### config.mk
export PLATFORM = sky130hd
export DESIGN_NAME = irq_ctl_flat
export DESIGN_NICKNAME = d
export VERILOG_FILES = /design/src/rtl/irq_ctl_if.sv /design/src/rtl/irq_ctl.sv /design/src/flat_wrapper.sv
export SDC_FILE = /design/constraint.sdc
export NUM_CORES = 1
export LEC_CHECK = 0
export ABC_AREA = 1
export CAP_MARGIN = 40
export CORE_ASPECT_RATIO = 2
export CORE_MARGIN = 5
export CORE_UTILIZATION = 55
export CTS_BUF_LIST = sky130_fd_sc_hd__clkbuf_8
export DETAILED_ROUTE_END_ITERATION = 7
export HOLD_SLACK_MARGIN = 0.03
export PLACE_DENSITY_LB_ADDON = 0.08
export SLEW_MARGIN = 20
export SYNTH_ARGS = -nofsm -noshare
export SYNTH_HDL_FRONTEND = slang
export SYNTH_SLANG_ARGS = --single-unit
### constraint.sdc
create_clock -name clk -period 2.16 [get_ports clk]
set_input_delay 0.432 -clock clk [delete_from_list [all_inputs] [get_ports clk]]
set_output_delay 0.432 -clock clk [all_outputs]
set_load 0.01 [all_outputs]
### src/rtl/irq_ctl_if.sv
// rtl/irq_ctl_if.sv - CPU bus bundle for the interrupt controller register window
interface irq_ctl_if;
    logic [15:0] AD;
    logic [7:0]  DI;
    logic [7:0]  DO;
    logic        WE;
    logic        RDY;

    modport master (output AD, output DI, output WE, output RDY, input DO);
    modport slave  (input AD, input DI, input WE, input RDY, output DO);
endinterface

### src/rtl/irq_ctl.sv
// rtl/irq_ctl.sv - 65C02 interrupt controller: level/edge IRQ merge, NMI latch, register window
module irq_ctl #(
    parameter int          CHANNELS = 8,
    parameter logic [15:0] BASE     = 16'hFFE0
) (
    input  logic                clk,
    input  logic                RST,
    irq_ctl_if.slave            bus,
    input  logic [CHANNELS-1:0] SRC,
    input  logic                NMI_IN,
    output logic                IRQ,
    output logic                NMI
);

    logic [CHANNELS-1:0] src_s1, src_s2, src_s3;
    logic                nmi_s1, nmi_s2, nmi_s3;
    logic [CHANNELS-1:0] mask_q, mode_q, edge_latch;
    logic                nmi_latch;

    logic [CHANNELS-1:0] src_rise;
    logic                nmi_rise;
    logic [CHANNELS-1:0] pending, enabled, lowest;
    logic [CHANNELS-1:0] w1c_clr, ack_clr;
    logic                nmi_clr;
    logic                any_enabled;
    logic [2:0]          idx;
    logic                sel, rd, wr;
    logic [2:0]          off;
    logic [7:0]          rdata;

    assign sel = (bus.AD[15:3] == BASE[15:3]);
    assign off = bus.AD[2:0];
    assign rd  = sel && !bus.WE && bus.RDY;
    assign wr  = sel && bus.WE && bus.RDY;

    assign src_rise    = src_s2 & ~src_s3;
    assign nmi_rise    = nmi_s2 & ~nmi_s3;
    assign pending     = (mode_q & edge_latch) | (~mode_q & src_s2);
    assign enabled     = pending & mask_q;
    assign any_enabled = |enabled;
    // Isolates the lowest set bit: the priority winner as a one-hot vector.
    assign lowest      = enabled & (~enabled + 1'b1);

    assign w1c_clr = (wr && off == 3'd0) ? bus.DI[CHANNELS-1:0] : '0;
    assign ack_clr = (rd && off == 3'd3) ? (lowest & mode_q) : '0;
    assign nmi_clr = wr && off == 3'd4 && bus.DI[0];

    // Binary index of the highest-priority (lowest-numbered) enabled pending channel.
    always_comb begin
        idx = '0;
        for (int i = CHANNELS - 1; i >= 0; i--) begin
            if (enabled[i]) begin
                idx = 3'(i);
            end
        end
    end

    // Read data mux; bits above CHANNELS come out as zero through the size casts.
    always_comb begin
        rdata = 8'h00;
        case (off)
            3'd0: rdata = 8'(pending);
            3'd1: rdata = 8'(mask_q);
            3'd2: rdata = 8'(mode_q);
            3'd3: rdata = any_enabled ? {5'b0, idx} : 8'h80;
            3'd4: rdata = {7'b0, nmi_latch};
            default: rdata = 8'h00;
        endcase
    end

    // Two-flop synchronisers plus a third delayed flop for rising-edge detection.
    always_ff @(posedge clk or posedge RST) begin
        if (RST) begin
            src_s1 <= '0;
            src_s2 <= '0;
            src_s3 <= '0;
            nmi_s1 <= 1'b0;
            nmi_s2 <= 1'b0;
            nmi_s3 <= 1'b0;
        end else begin
            src_s1 <= SRC;
            src_s2 <= src_s1;
            src_s3 <= src_s2;
            nmi_s1 <= NMI_IN;
            nmi_s2 <= nmi_s1;
            nmi_s3 <= nmi_s2;
        end
    end

    // Control registers, written only on a selected, ready bus write.
    always_ff @(posedge clk or posedge RST) begin
        if (RST) begin
            mask_q <= '0;
            mode_q <= '0;
        end else if (wr) begin
            if (off == 3'd1) mask_q <= bus.DI[CHANNELS-1:0];
            if (off == 3'd2) mode_q <= bus.DI[CHANNELS-1:0];
        end
    end

    // Edge and NMI latches: a new edge wins over a same-cycle W1C or acknowledge;
    // edge latches are held clear for channels in level mode.
    always_ff @(posedge clk or posedge RST) begin
        if (RST) begin
            edge_latch <= '0;
            nmi_latch  <= 1'b0;
        end else begin
            edge_latch <= mode_q & (src_rise | (edge_latch & ~w1c_clr & ~ack_clr));
            nmi_latch  <= nmi_rise | (nmi_latch & ~nmi_clr);
        end
    end

    // Registered CPU interrupt lines and synchronous-memory style read data.
    always_ff @(posedge clk or posedge RST) begin
        if (RST) begin
            IRQ    <= 1'b0;
            NMI    <= 1'b0;
            bus.DO <= 8'h00;
        end else begin
            IRQ <= any_enabled;
            NMI <= nmi_latch;
            if (rd) bus.DO <= rdata;
        end
    end

endmodule

### src/flat_wrapper.sv
// flat-port wrapper written by rule: the top's interface ports become plain ports
module irq_ctl_flat 
#(
    parameter int          CHANNELS = 8,
    parameter logic [15:0] BASE     = 16'hFFE0
)
  (clk, RST, SRC, NMI_IN, IRQ, NMI, bus_AD, bus_DI, bus_WE, bus_RDY, bus_DO);
  irq_ctl_if bus_i ();
  input  logic clk;
  input  logic RST;
  input  logic [CHANNELS-1:0] SRC;
  input  logic NMI_IN;
  output logic IRQ;
  output logic NMI;
  input wire logic [$bits(bus_i.AD)-1:0] bus_AD;
  input wire logic [$bits(bus_i.DI)-1:0] bus_DI;
  input wire logic [$bits(bus_i.WE)-1:0] bus_WE;
  input wire logic [$bits(bus_i.RDY)-1:0] bus_RDY;
  output wire logic [$bits(bus_i.DO)-1:0] bus_DO;
  assign bus_i.AD = bus_AD;
  assign bus_i.DI = bus_DI;
  assign bus_i.WE = bus_WE;
  assign bus_i.RDY = bus_RDY;
  assign bus_DO = bus_i.DO;
  irq_ctl #(.CHANNELS(CHANNELS), .BASE(BASE)) u_core (.clk(clk), .RST(RST), .bus(bus_i), .SRC(SRC), .NMI_IN(NMI_IN), .IRQ(IRQ), .NMI(NMI));
endmodule
## After elaboration in Yosys (flattened, before gate mapping)

Cells that the tools add are included.

| storage, ports and cells | value |
|---|---|
| bits in registers | 62 |
| output and inout port bits | 10 |
| logic and storage cells | 65 |

| operators by class | value |
|---|---|
| $add $sub $neg | 1 |
| equal/unequal tests | 5 |
| multiplexer cells | 12 |
| bitwise logic cells | 21 |
| reduce and logical (&&, ||, !) cells | 13 |

Operators with widths:

| kind | count |
|---|---|
| $and 8x8->8 | 9 |
| $not 8->8 | 5 |
| $pmux 8 s5 | 1 |
| $mux 3 | 8 |
| $mux 8 | 3 |
| $or 8x8->8 | 2 |
| $eq 13x13->1 const B | 1 |
| $add 8x1->8 const B | 1 |
| $logic_and 1x1->1 | 8 |
| $reduce_or 8->1 | 1 |
| $eq 3x2->1 const B | 2 |
| $reduce_and 2->1 | 2 |
| $eq 3x1->1 const B | 1 |
| $eq 3x3->1 const B | 1 |
| $logic_not 3->1 | 1 |
| $and 1x1->1 | 2 |
| $not 1->1 | 2 |
| $logic_not 1->1 | 1 |
| $or 1x1->1 | 1 |

## Depth between registers and ports, before layout

Gate-level depths: netlist of the first run.

| depth | value |
|---|---|
| depth after elaboration | 14 |
| gate-level depth with buffers | 12 |
| depth with buffers taken out | 12 |

## Worst setup path after synthesis of the first run

Ideal clock, no wire load.

| timing path | value |
|---|---|
| path kind | input -> register |
| start | in bus_AD[11] |
| end | reg u_core.mode_q[7] |
| library setup time | 0.118 ns |
| arrival time | 1.323 ns |
| data required time | 2.042 ns |
| setup slack | 0.718 ns |
| stages | 10 |
| path buffers | 1 |
| path through | nand2_1 nor2_2 nand2_2 nor2_4 nand2_4 clkinv_2 nand2_4 buf_6 nand2_1 o21ai_2 |

| between the ends | value |
|---|---|
| word-level cells in the longest chain between the ends | 4 |

Ends and longest elaborated chain:

| what | RTL line | source |
|---|---|---|
| start, declared | flat_wrapper.sv:15 | `input wire logic [$bits(bus_i.AD)-1:0] bus_AD;` |
| $eq 13x13->1 | irq_ctl.sv:31 | `assign sel = (bus.AD[15:3] == BASE[15:3]);` |
| $logic_and 1x1->1 (2 in a row) | irq_ctl.sv:34 | `assign wr = sel && bus.WE && bus.RDY;` |
| $reduce_and 2->1 (no source line) | - |  |
| end signal, assigned | irq_ctl.sv:97 | `if (off == 3'd2) mode_q <= bus.DI[CHANNELS-1:0];` |
| end, declared | irq_ctl.sv:17 | `logic [CHANNELS-1:0] mask_q, mode_q, edge_latch;` |

No other way between the ends.
A chain may end at the register's enable or synchronous reset.

## Final worst setup path of the first run

| timing path | value |
|---|---|
| start | in bus_RDY |
| end | reg u_core.bus.DO[6] |

| between the ends | value |
|---|---|
| word-level cells in the longest chain between the ends | 1 |

Ends and longest elaborated chain:

| what | RTL line | source |
|---|---|---|
| start, declared | flat_wrapper.sv:18 | `input wire logic [$bits(bus_i.RDY)-1:0] bus_RDY;` |
| $logic_and 1x1->1 | irq_ctl.sv:33 | `assign rd = sel && !bus.WE && bus.RDY;` |
| end signal, assigned | irq_ctl.sv:122 | `if (rd) bus.DO <= rdata;` |
| end, declared | irq_ctl_if.sv:10 | `modport slave (input AD, input DI, input WE, input RDY, output DO);` |

No other way between the ends.

==> flow_summary_export.csv, run 1 <==
group,metric,value,unit
sta,maxSlewViolCount,0,
logic_synthesis,synth_fp_nets,379,
sta,tightestPinTransition,0.447,ns
flow_run,maxCapViolCount,0,
cells_and_area,nNetsFinal,438,
logic_synthesis,synth_flop_cell,"dfrtp_1",
sta,rsz0062_at_grt,"false",
floorplan,ioPinCount,47,
route,wl_per_cell,14.2,µm
global_route,grt_pass1_vias,2497,
cells_and_area,finalInstanceArea,3690,µm²
clocking,cts.sinks,62,
logic_synthesis,yosysMostFrequentCell,"nand2_1",
worst_setup_path,cp_data_required_time,2.43,ns
cells_and_area,diodes,0,
floorplan,core_area,5140,µm²
place,place_congestion,0.961,
clocking,cts_root_buf,"clkbuf_8",
sta,timing.final.ws_setup,0.435,ns
place,dp_hpwl,4960,µm
floorplan,initial_utilization,56.7,%
clocking,post_cts_buffers,0,
sta,finalHoldViolCount,0,
clocking,cts_htree_levels,3,
power,p_leak,1.83,nW
worst_setup_path,crit_fanout,11,
sta,setup_tns,0,ns
clocking,holdBufCountCts,0,
global_route,grt_start_max_net_pins,48,
sta,slew_headroom,70.0,%
worst_setup_path,cp.arrival,2.00,ns
floorplan,dieWidth,61.5,µm
worst_setup_path,path_common_cell,"inv_1",
logic_synthesis,netlist_area,2920,µm²
route,finalWirelength,6580,µm
logic_synthesis,yosysSeqAreaShare,53.2,%
route,first_pass_iters,4,
logic_synthesis,ys_types,27,
worst_setup_path,crit_type,"primary input to flop",
sta,fmax,580,MHz
worst_setup_path,worstSetupEndpointType,"flop",
sta,finalClockSkew,0.00895,ns
logic_synthesis,synth_top_area_share,53.2,%
logic_synthesis,synth.area.top_cells,"dfrtp_1, nand2_1, inv_1",
worst_setup_path,worstSetupStartpointType,"primary input",
sta,holdWs,0.348,ns
clocking,clk_latency,0.35,ns
place,place_ws,0.0590,ns
global_route,antenna_found_initial,0,
route,post_drt_via_cell_ratio,5.18,
clocking,clk_path_buf_depth,2,
place,dpl_cell_area,3470,µm²
floorplan,fp.dieArea,6940,µm²
clocking,cts_inserted_buffers,9,
sta,setup_violations,0,
worst_setup_path,slowest_delay,0.48,ns
route,num_vias,2405,
power,ir_drop,622,µV
worst_setup_path,cp_cell_sequence,"clkdlybuf4s50_1, inv_1, nor2_2, inv_1, nor2_1, nand3_1, buf_4, inv_1, o21ai_1, o21ai_1",
logic_synthesis,ys_warn_count,0,
sta,period_needed,1.72,ns
power,total_power,2.48,mW
route,drc,0,
clocking,cts.repair.resized,0,
route,antenna_left,0,
power,cellPowerDensity,673,nW/µm²
place,portBuffers,46,
logic_synthesis,synth_edf_count,0,
global_route,grt-ovfl-total,0,
logic_synthesis,netlist_instances,342,
hold_path,hp-class,"flop to flop",
logic_synthesis,synth_common_cells,"nand2_1, dfrtp_1, inv_1",
cells_and_area,fillCellCount,411,
global_route,grt_pass1_wl,11100,µm
logic_synthesis,synthArstFlopShare,100,%
logic_synthesis,synth-seq-cells,62,
logic_synthesis,synth_top_area_cell,"dfrtp_1",
global_route,grt_util_all_layers,22.1,%
cells_and_area,syn_to_final_growth,26.5,%
worst_setup_path,slowest_stage,"clkdlybuf4s50_1",
logic_synthesis,syn_avg_cell_area,8.52,µm²
clocking,clk_pin_slew,0.06,ns
floorplan,fp.dieH,113,µm
cells_and_area,final_layout_size_suffix_gt1_share,17.5,%
sta,min_period_over_period,79.9,%
outcome,status,"completed",
clocking,cts_tree,"built",
route,drt_iter0_drc,125,
floorplan,rows,37,
stage by stage:
stage,instances,util (%)
final,464,71.8
after global routing,464,71.8
after CTS,464,71.8
after detailed placement,448,67.6
after global placement,448,67.6
after floorplan,342,-
power breakdown:
part / switching [mW] / internal (mW)
Clock: 0.440 / 0.668
Combinational: 0.0918 / 0.0843
Sequential: 0.00999 / 1.19
Total: 0.541 / 1.94
flip-flops by register name, summed over array words and instances, names as in the netlist:
| register | cells |
|---|---|
| u_core.NMI | 1 |
| u_core.bus.DO | 8 |
| u_core.nmi_latch | 1 |
| u_core.src_s1 | 8 |
| u_core.mode_q | 8 |
| u_core.nmi_s2 | 1 |
| u_core.mask_q | 8 |
| u_core.edge_latch | 8 |
| u_core.nmi_s1 | 1 |
| u_core.nmi_s3 | 1 |
| u_core.src_s3 | 8 |
| u_core.IRQ | 1 |
| u_core.src_s2 | 8 |
worst paths after layout:
check	start	end	slack [ns]	cells after the start
worst max-delay path	bus_RDY	u_core.bus.DO[6]$_DFFE_PP0N_	0.44	10
worst min-delay path	u_core.src_s1[4]$_DFF_PP0_	u_core.src_s2[4]$_DFF_PP0_	0.35	0
worst max register to register	u_core.mode_q[0]$_DFFE_PP0P_	u_core.edge_latch[5]$_DFF_PP0_	0.61	8
worst min register to register	u_core.src_s1[4]$_DFF_PP0_	u_core.src_s2[4]$_DFF_PP0_	0.35	0
max in group asynchronous	RST	u_core.mode_q[1]$_DFFE_PP0P_	1.24	3
min in group asynchronous	RST	u_core.nmi_s1$_DFF_PP0_	0.36	2
cell usage in the layout (no fill, tap or decap):
cell type	synthesis	routed
a21boi_0	1	1
a21oi_1	11	11
a221oi_1	1	1
a22oi_1	1	1
a31oi_1	2	2
buf_12	0	1
buf_4	0	5
bufinv_16	0	2
clkbuf_8	0	10
clkdlybuf4s50_1	0	46
clkinv_2	1	3
dfrtp_1	62	62
inv_1	50	51
inv_2	10	11
nand2_1	95	95
nand2_2	6	6
nand2_4	3	3
nand3_1	23	23
nand4_1	8	8
nor2_1	16	16
nor2_2	4	4
nor2_4	1	1
nor3_1	5	5
nor3_2	1	1
nor3_4	2	2
o21ai_1	7	7
o21ai_2	16	16
o22ai_1	5	5
o2bb2ai_1	1	1
or2_2	6	6
kinds of logic after synthesis:
logic type	after synthesis	share of synthesized area, %
AND/OR/NAND/NOR	170	27.3
buffers and inverters	65	9.01
AO/OA/AOI/OAI	45	10.5
flip-flops	62	53.2
routing by layer:
layer  vias up  wire, µm  global-route usage (%)
li1       1203         -                       -
met1      1112      2370                    23.5
met2        71      3600                    36.4
met3        19       381                    7.53
met4         0       228                    12.0
met5         -         0                       0
cell type report:
type | count | area [µm²] | area share, %
Clock buffer | 10 | 138 | 3.73
Clock inverter | 6 | 77.6 | 2.10
Inverter | 61 | 230 | 6.24
Multi-Input combinational cell | 215 | 1100 | 29.9
Sequential cell | 62 | 1550 | 42.1
Tap cell | 58 | 72.6 | 1.97
Timing Repair Buffer | 52 | 518 | 14.0
critical path, delay by kind of cell:
kind | cells | cell delay, ns
buffers and inverters | 5 | 0.85
AO/OA/AOI/OAI | 2 | 0.36
AND/OR/NAND/NOR | 3 | 0.37
Power figures use the tool's default switching activity.
==> run 2: changes to the inputs <==
Settings changed: CORE_UTILIZATION 55 to 50.
Clock period 2.16 ns to 1.5 ns, I/O delays scaled along.
==> run 2 against run 1 <==
The run now ends with negative setup slack left. Total power increased by 34%. Largest cell class unchanged. Clock skew decreased by 0.0042 ns. Clock power increased by 17%.
==> flow_summary_export.csv, run 2 (same netlist as run 1, synthesis figures left out) <==
group,metric,value,unit
outcome,status,"complete, but fails checks",
outcome,failed_checks,"negative setup slack",
power,ir_drop,792,µV
worst_setup_path,crit_family,"simple AND/OR/NAND/NOR gates",
worst_setup_path,critPathBufInv,1,
clocking,cts.sinks,62,
worst_setup_path,worstSetupEndpointType,"flop",
route,antenna_left,0,
clocking,cts_htree_levels,3,
worst_setup_path,crit_fanout,4,
global_route,antenna_found_initial,0,
route,first_pass_iters,4,
route,post_drt_via_cell_ratio,5.18,
global_route,grt_util_all_layers,19.0,%
worst_setup_path,cp_cell_sequence,"clkdlybuf4s50_1, nand3_1, nor3_4, nand2_1, nand3_1, a21oi_1",
global_route,grt-ovfl-total,0,
power,p_leak,1.99,nW
worst_setup_path,slowest_delay,0.56,ns
clocking,cts_root_buf,"clkbuf_8",
place,portBuffers,46,
power,cellPowerDensity,844,nW/µm²
flow_run,maxCapViolCount,0,
clocking,clk_path_buf_depth,2,
hold_path,hp-class,"flop to flop",
sta,maxSlewViolCount,0,
floorplan,dieWidth,64.0,µm
floorplan,rows,39,
floorplan,core_area,5710,µm²
worst_setup_path,cp.arrival,1.73,ns
global_route,grt_pass1_vias,2496,
worst_setup_path,path_common_cell,"nand3_1",
cells_and_area,finalInstanceArea,3930,µm²
worst_setup_path,worstSetupStartpointType,"primary input",
place,dpl_cell_area,3620,µm²
floorplan,fp.dieH,118,µm
clocking,clk_pin_slew,0.06,ns
clocking,cts_inserted_buffers,9,
sta,finalHoldViolCount,0,
clocking,clk_latency,0.34,ns
cells_and_area,diodes,0,
route,finalWirelength,6850,µm
route,wl_per_cell,14.0,µm
sta,slew_headroom,78.1,%
floorplan,fp.dieArea,7550,µm²
route,drc,0,
cells_and_area,final_cell_mix,"nand2_1, dfrtp_1, inv_1",
sta,tightestPinTransition,0.328,ns
worst_setup_path,slowest_stage,"clkdlybuf4s50_1",
place,dp_hpwl,5140,µm
floorplan,ioPinCount,47,
sta,rsz0062_at_grt,"true",
sta,finalClockSkew,0.00478,ns
cells_and_area,syn_to_final_growth,34.8,%
floorplan,initial_utilization,51.1,%
cells_and_area,stdcell_count,488,
cells_and_area,nNetsFinal,461,
cells_and_area,layout_commonest_cell,"nand2_1",
sta,timing.final.ws_setup,-0.00266,ns
route,num_vias,2526,
global_route,grt_start_max_net_pins,63,
sta,setup_violations,1,
worst_setup_path,cp_data_required_time,1.73,ns
place,place_congestion,0.877,
place,placedCellCount,468,
sta,fmax,665,MHz
global_route,grt_pass1_wl,11100,µm
cells_and_area,final_layout_size_suffix_gt1_share,26.2,%
clocking,cts_tree,"built",
sta,setup_tns,-0.00266,ns
sta,min_period_over_period,100,%
power,total_power,3.32,mW
route,drt_iter0_drc,103,
worst_setup_path,crit_type,"primary input to flop",
sta,period_needed,1.50,ns
[run 2: cell types whose count changed in the layout (fill, tap and decap cells not counted), moves of 2 or more]
cell / change
clkdlybuf4s50_1: -11
inv_2: -2
buf_4: +21
clkbuf_8: +2
nor3_1: -2
nand3_2: +6
dlymetal6s2s_1: +2
nor2_1: -6
nand2_1: -2
dlygate4sd2_1: +9
nand3_1: -6
bufinv_16: -2
nor2_2: +5
[run 2: what timing repair did]
item	CTS	global route
pin swaps	0	10
hold buffers	0	0
endpoints found under the hold margin	0	0
setup buffers	0	6
endpoints found under the setup margin	14	33
gates resized for setup	9	27
[run 2: layout make-up]
class | count | area [µm²]
inverters | 61 | 236
repair buffers | 75 | 701
multi-input cells | 215 | 1190
clock inverters | 2 | 8.76
clock buffers | 12 | 165
fillers | 466 | 1780
flip-flops and latches | 62 | 1550
well taps | 61 | 76.3
[run 2: power breakdown]
group	leakage (nW)	internal [mW]	switching, mW
registers	0.793	1.71	0.0124
logic	1.10	0.146	0.146
clock network	0.0955	0.707	0.597
total	1.99	2.56	0.755
[run 2: metrics by stage]
stage / util, % / setup slack, ns / hold slack [ns]
2_1_floorplan: - / 0.190 / 0.331
3_3_place_gp: 63.4 / -0.360 / 0.333
3_5_place_dp: 63.4 / -0.383 / 0.335
4_1_cts: 66.3 / -0.0110 / 0.349
5_1_grt: 68.8 / -0.0735 / 0.355
6_report: 68.8 / -0.00266 / 0.346
[run 2: worst paths after layout]
path,from,to,slack (ns),depth (start not counted)
max reg2reg,u_core.mode_q[0]$_DFFE_PP0P_,u_core.edge_latch[6]$_DFF_PP0_,0.10,8
max,bus_AD[0],u_core.edge_latch[6]$_DFF_PP0_,-0.003,6
max in group asynchronous,RST,u_core.mask_q[2]$_DFFE_PP0P_,0.84,3
min reg2reg,u_core.src_s1[3]$_DFF_PP0_,u_core.src_s2[3]$_DFF_PP0_,0.35,0
min in group asynchronous,RST,u_core.nmi_s1$_DFF_PP0_,0.38,3
min,u_core.src_s1[3]$_DFF_PP0_,u_core.src_s2[3]$_DFF_PP0_,0.35,0
[run 2: layer usage]
layer	wire [µm]	vias to the layer above	track usage [%]
met4	258	0	10.5
met1	2480	1191	20.3
met3	307	22	4.87
li1	-	1247	-
met2	3800	66	32.9
met5	0	-	0
==> run 3: changes to the inputs <==
Settings changed: SKIP_CTS_REPAIR_TIMING set to 1.
==> run 3 against run 2 <==
The run still ends with negative setup slack left. Clock power about the same. Sequential share of layout area down 0.76 points. Cell area up 2.0%. Largest cell class unchanged. Largest power group unchanged.
==> flow_summary_export.csv, run 3 (same netlist as run 1, synthesis figures left out) <==
group,metric,value,unit
outcome,status,"complete, but fails checks",
outcome,failed_checks,"negative setup slack",
clocking,cts_tree,"built",
floorplan,fp.dieH,118,µm
place,placedCellCount,468,
cells_and_area,diodes,0,
sta,period_needed,1.51,ns
worst_setup_path,crit_type,"primary input to flop",
worst_setup_path,rr_endpoint,"u_core.edge_latch[3]$_DFF_PP0_",
sta,fmax,664,MHz
floorplan,ioPinCount,47,
worst_setup_path,r2r_cells,9,
floorplan,rows,39,
route,first_pass_iters,4,
cells_and_area,final_layout_size_suffix_gt1_share,26.2,%
cells_and_area,final_cell_mix,"nand2_1, dfrtp_1, inv_1",
cells_and_area,syn_to_final_growth,37.5,%
route,wl_per_cell,14.7,µm
global_route,antenna_found_initial,0,
sta,tightestPinTransition,0.459,ns
sta,finalClockSkew,0.00463,ns
power,cellPowerDensity,828,nW/µm²
worst_setup_path,cp_data_required_time,1.74,ns
hold_path,hp-class,"flop to flop",
place,dp_hpwl,5140,µm
worst_setup_path,cp_cell_sequence,"clkdlybuf4s50_1, buf_4, nor3_4, buf_4, buf_4, a21oi_1, nand2_1, nand2_1, nand2_1",
sta,rsz0062_at_grt,"true",
hold_path,hold_end,"u_core.src_s2[3]$_DFF_PP0_",
worst_setup_path,r2r-start,"u_core.mode_q[0]$_DFFE_PP0P_",
sta,finalHoldViolCount,0,
hold_path,holdPathStages,0,
worst_setup_path,cp.arrival,1.74,ns
route,drt_iter0_drc,113,
floorplan,fp.dieArea,7550,µm²
clocking,cts_inserted_buffers,9,
clocking,cts_root_buf,"clkbuf_8",
global_route,grt_start_max_net_pins,63,
global_route,grt_pass1_wl,11100,µm
clocking,clk_pin_slew,0.06,ns
sta,holdWs,0.346,ns
global_route,grt_util_all_layers,19.0,%
cells_and_area,layout_commonest_cell,"nand2_1",
power,p_leak,2.11,nW
flow_run,maxCapViolCount,0,
sta,maxSlewViolCount,0,
global_route,grt-ovfl-total,0,
place,portBuffers,46,
global_route,grt_pass1_vias,2496,
worst_setup_path,crit_fanout,4,
worst_setup_path,worstSetupEndpointType,"flop",
route,antenna_left,0,
worst_setup_path,slowest_delay,0.57,ns
clocking,cts_htree_levels,3,
sta,slew_headroom,69.2,%
clocking,clk_latency,0.34,ns
cells_and_area,nNetsFinal,462,
route,drc,0,
worst_setup_path,r2r_slack,0.05,ns
worst_setup_path,worstSetupStartpointType,"primary input",
power,ir_drop,800,µV
cells_and_area,stdcell_count,489,
cells_and_area,fillCellCount,440,
sta,setup_violations,1,
place,place_congestion,0.877,
worst_setup_path,slowest_stage,"clkdlybuf4s50_1",
clocking,cts.sinks,62,
clocking,clk_path_buf_depth,2,
floorplan,core_area,5710,µm²
hold_path,hold_path.startpoint,"u_core.src_s1[3]$_DFF_PP0_",
route,post_drt_via_cell_ratio,5.24,
sta,min_period_over_period,100,%
route,num_vias,2563,
sta,timing.final.ws_setup,-0.00582,ns
sta,setup_tns,-0.00582,ns
floorplan,initial_utilization,51.1,%
route,finalWirelength,7180,µm
floorplan,dieWidth,64.0,µm
-- run 3: critical path, delay by kind of cell --
family	cells	cell delay [ns]
compound gates	1	0.20
buf+inv	4	1.01
simple gates	4	0.22
-- run 3: how the worst max path moves through the flow --
stage                                           endpoint                    startpoint  depth (start not counted)  slack (ns)
after floorplan             u_core.mode_q[7]$_DFFE_PP0P_                    bus_AD[11]                         10        0.19
after global placement    u_core.edge_latch[5]$_DFF_PP0_                     bus_AD[0]                          9       -0.36
after detailed placement  u_core.edge_latch[0]$_DFF_PP0_                    bus_AD[13]                         10       -0.38
after CTS                                      bus_DO[3]  u_core.bus.DO[3]$_DFFE_PP0N_                          1       -0.06
after global routing      u_core.edge_latch[3]$_DFF_PP0_  u_core.mode_q[0]$_DFFE_PP0P_                          9       -0.08
final                       u_core.bus.DO[7]$_DFFE_PP0N_                     bus_AD[0]                          9      -0.006
-- run 3: per-stage QoR --
stage | power, mW | utilization [%] | area [µm²] | setup WS, ns
6_report | 3.32 | 70.2 | 4010 | -0.00582
5_1_grt | 3.46 | 70.2 | 4010 | -0.0778
4_1_cts | 3.33 | 66.5 | 3790 | -0.0641
3_5_place_dp | 2.04 | 63.4 | 3620 | -0.383
3_3_place_gp | 2.03 | 63.4 | 3620 | -0.360
2_1_floorplan | 1.86 | - | 2920 | 0.190
-- run 3: layout make-up --
cell class,instances,area (µm²),area share [%]
Clock buffer,12,165,4.12
Clock inverter,2,8.76,0.219
Inverter,61,240,5.99
Multi-Input combinational cell,216,1220,30.5
Sequential cell,62,1550,38.7
Tap cell,61,76.3,1.90
Timing Repair Buffer,75,743,18.5
-- run 3: layer usage --
metal  vias to the layer above  track usage (%)  wire, µm
li1                       1247                -         -
met1                      1221             20.3      2570
met2                        74             32.9      3980
met3                        21             4.87       359
met4                         0             10.5       265
met5                         -                0         0
-- run 3: report_power, final --
group | leakage, nW | internal (mW) | switching (mW) | total (mW)
registers | 0.793 | 1.71 | 0.0127 | 1.72
logic | 1.22 | 0.145 | 0.150 | 0.295
clock network | 0.0955 | 0.707 | 0.596 | 1.30
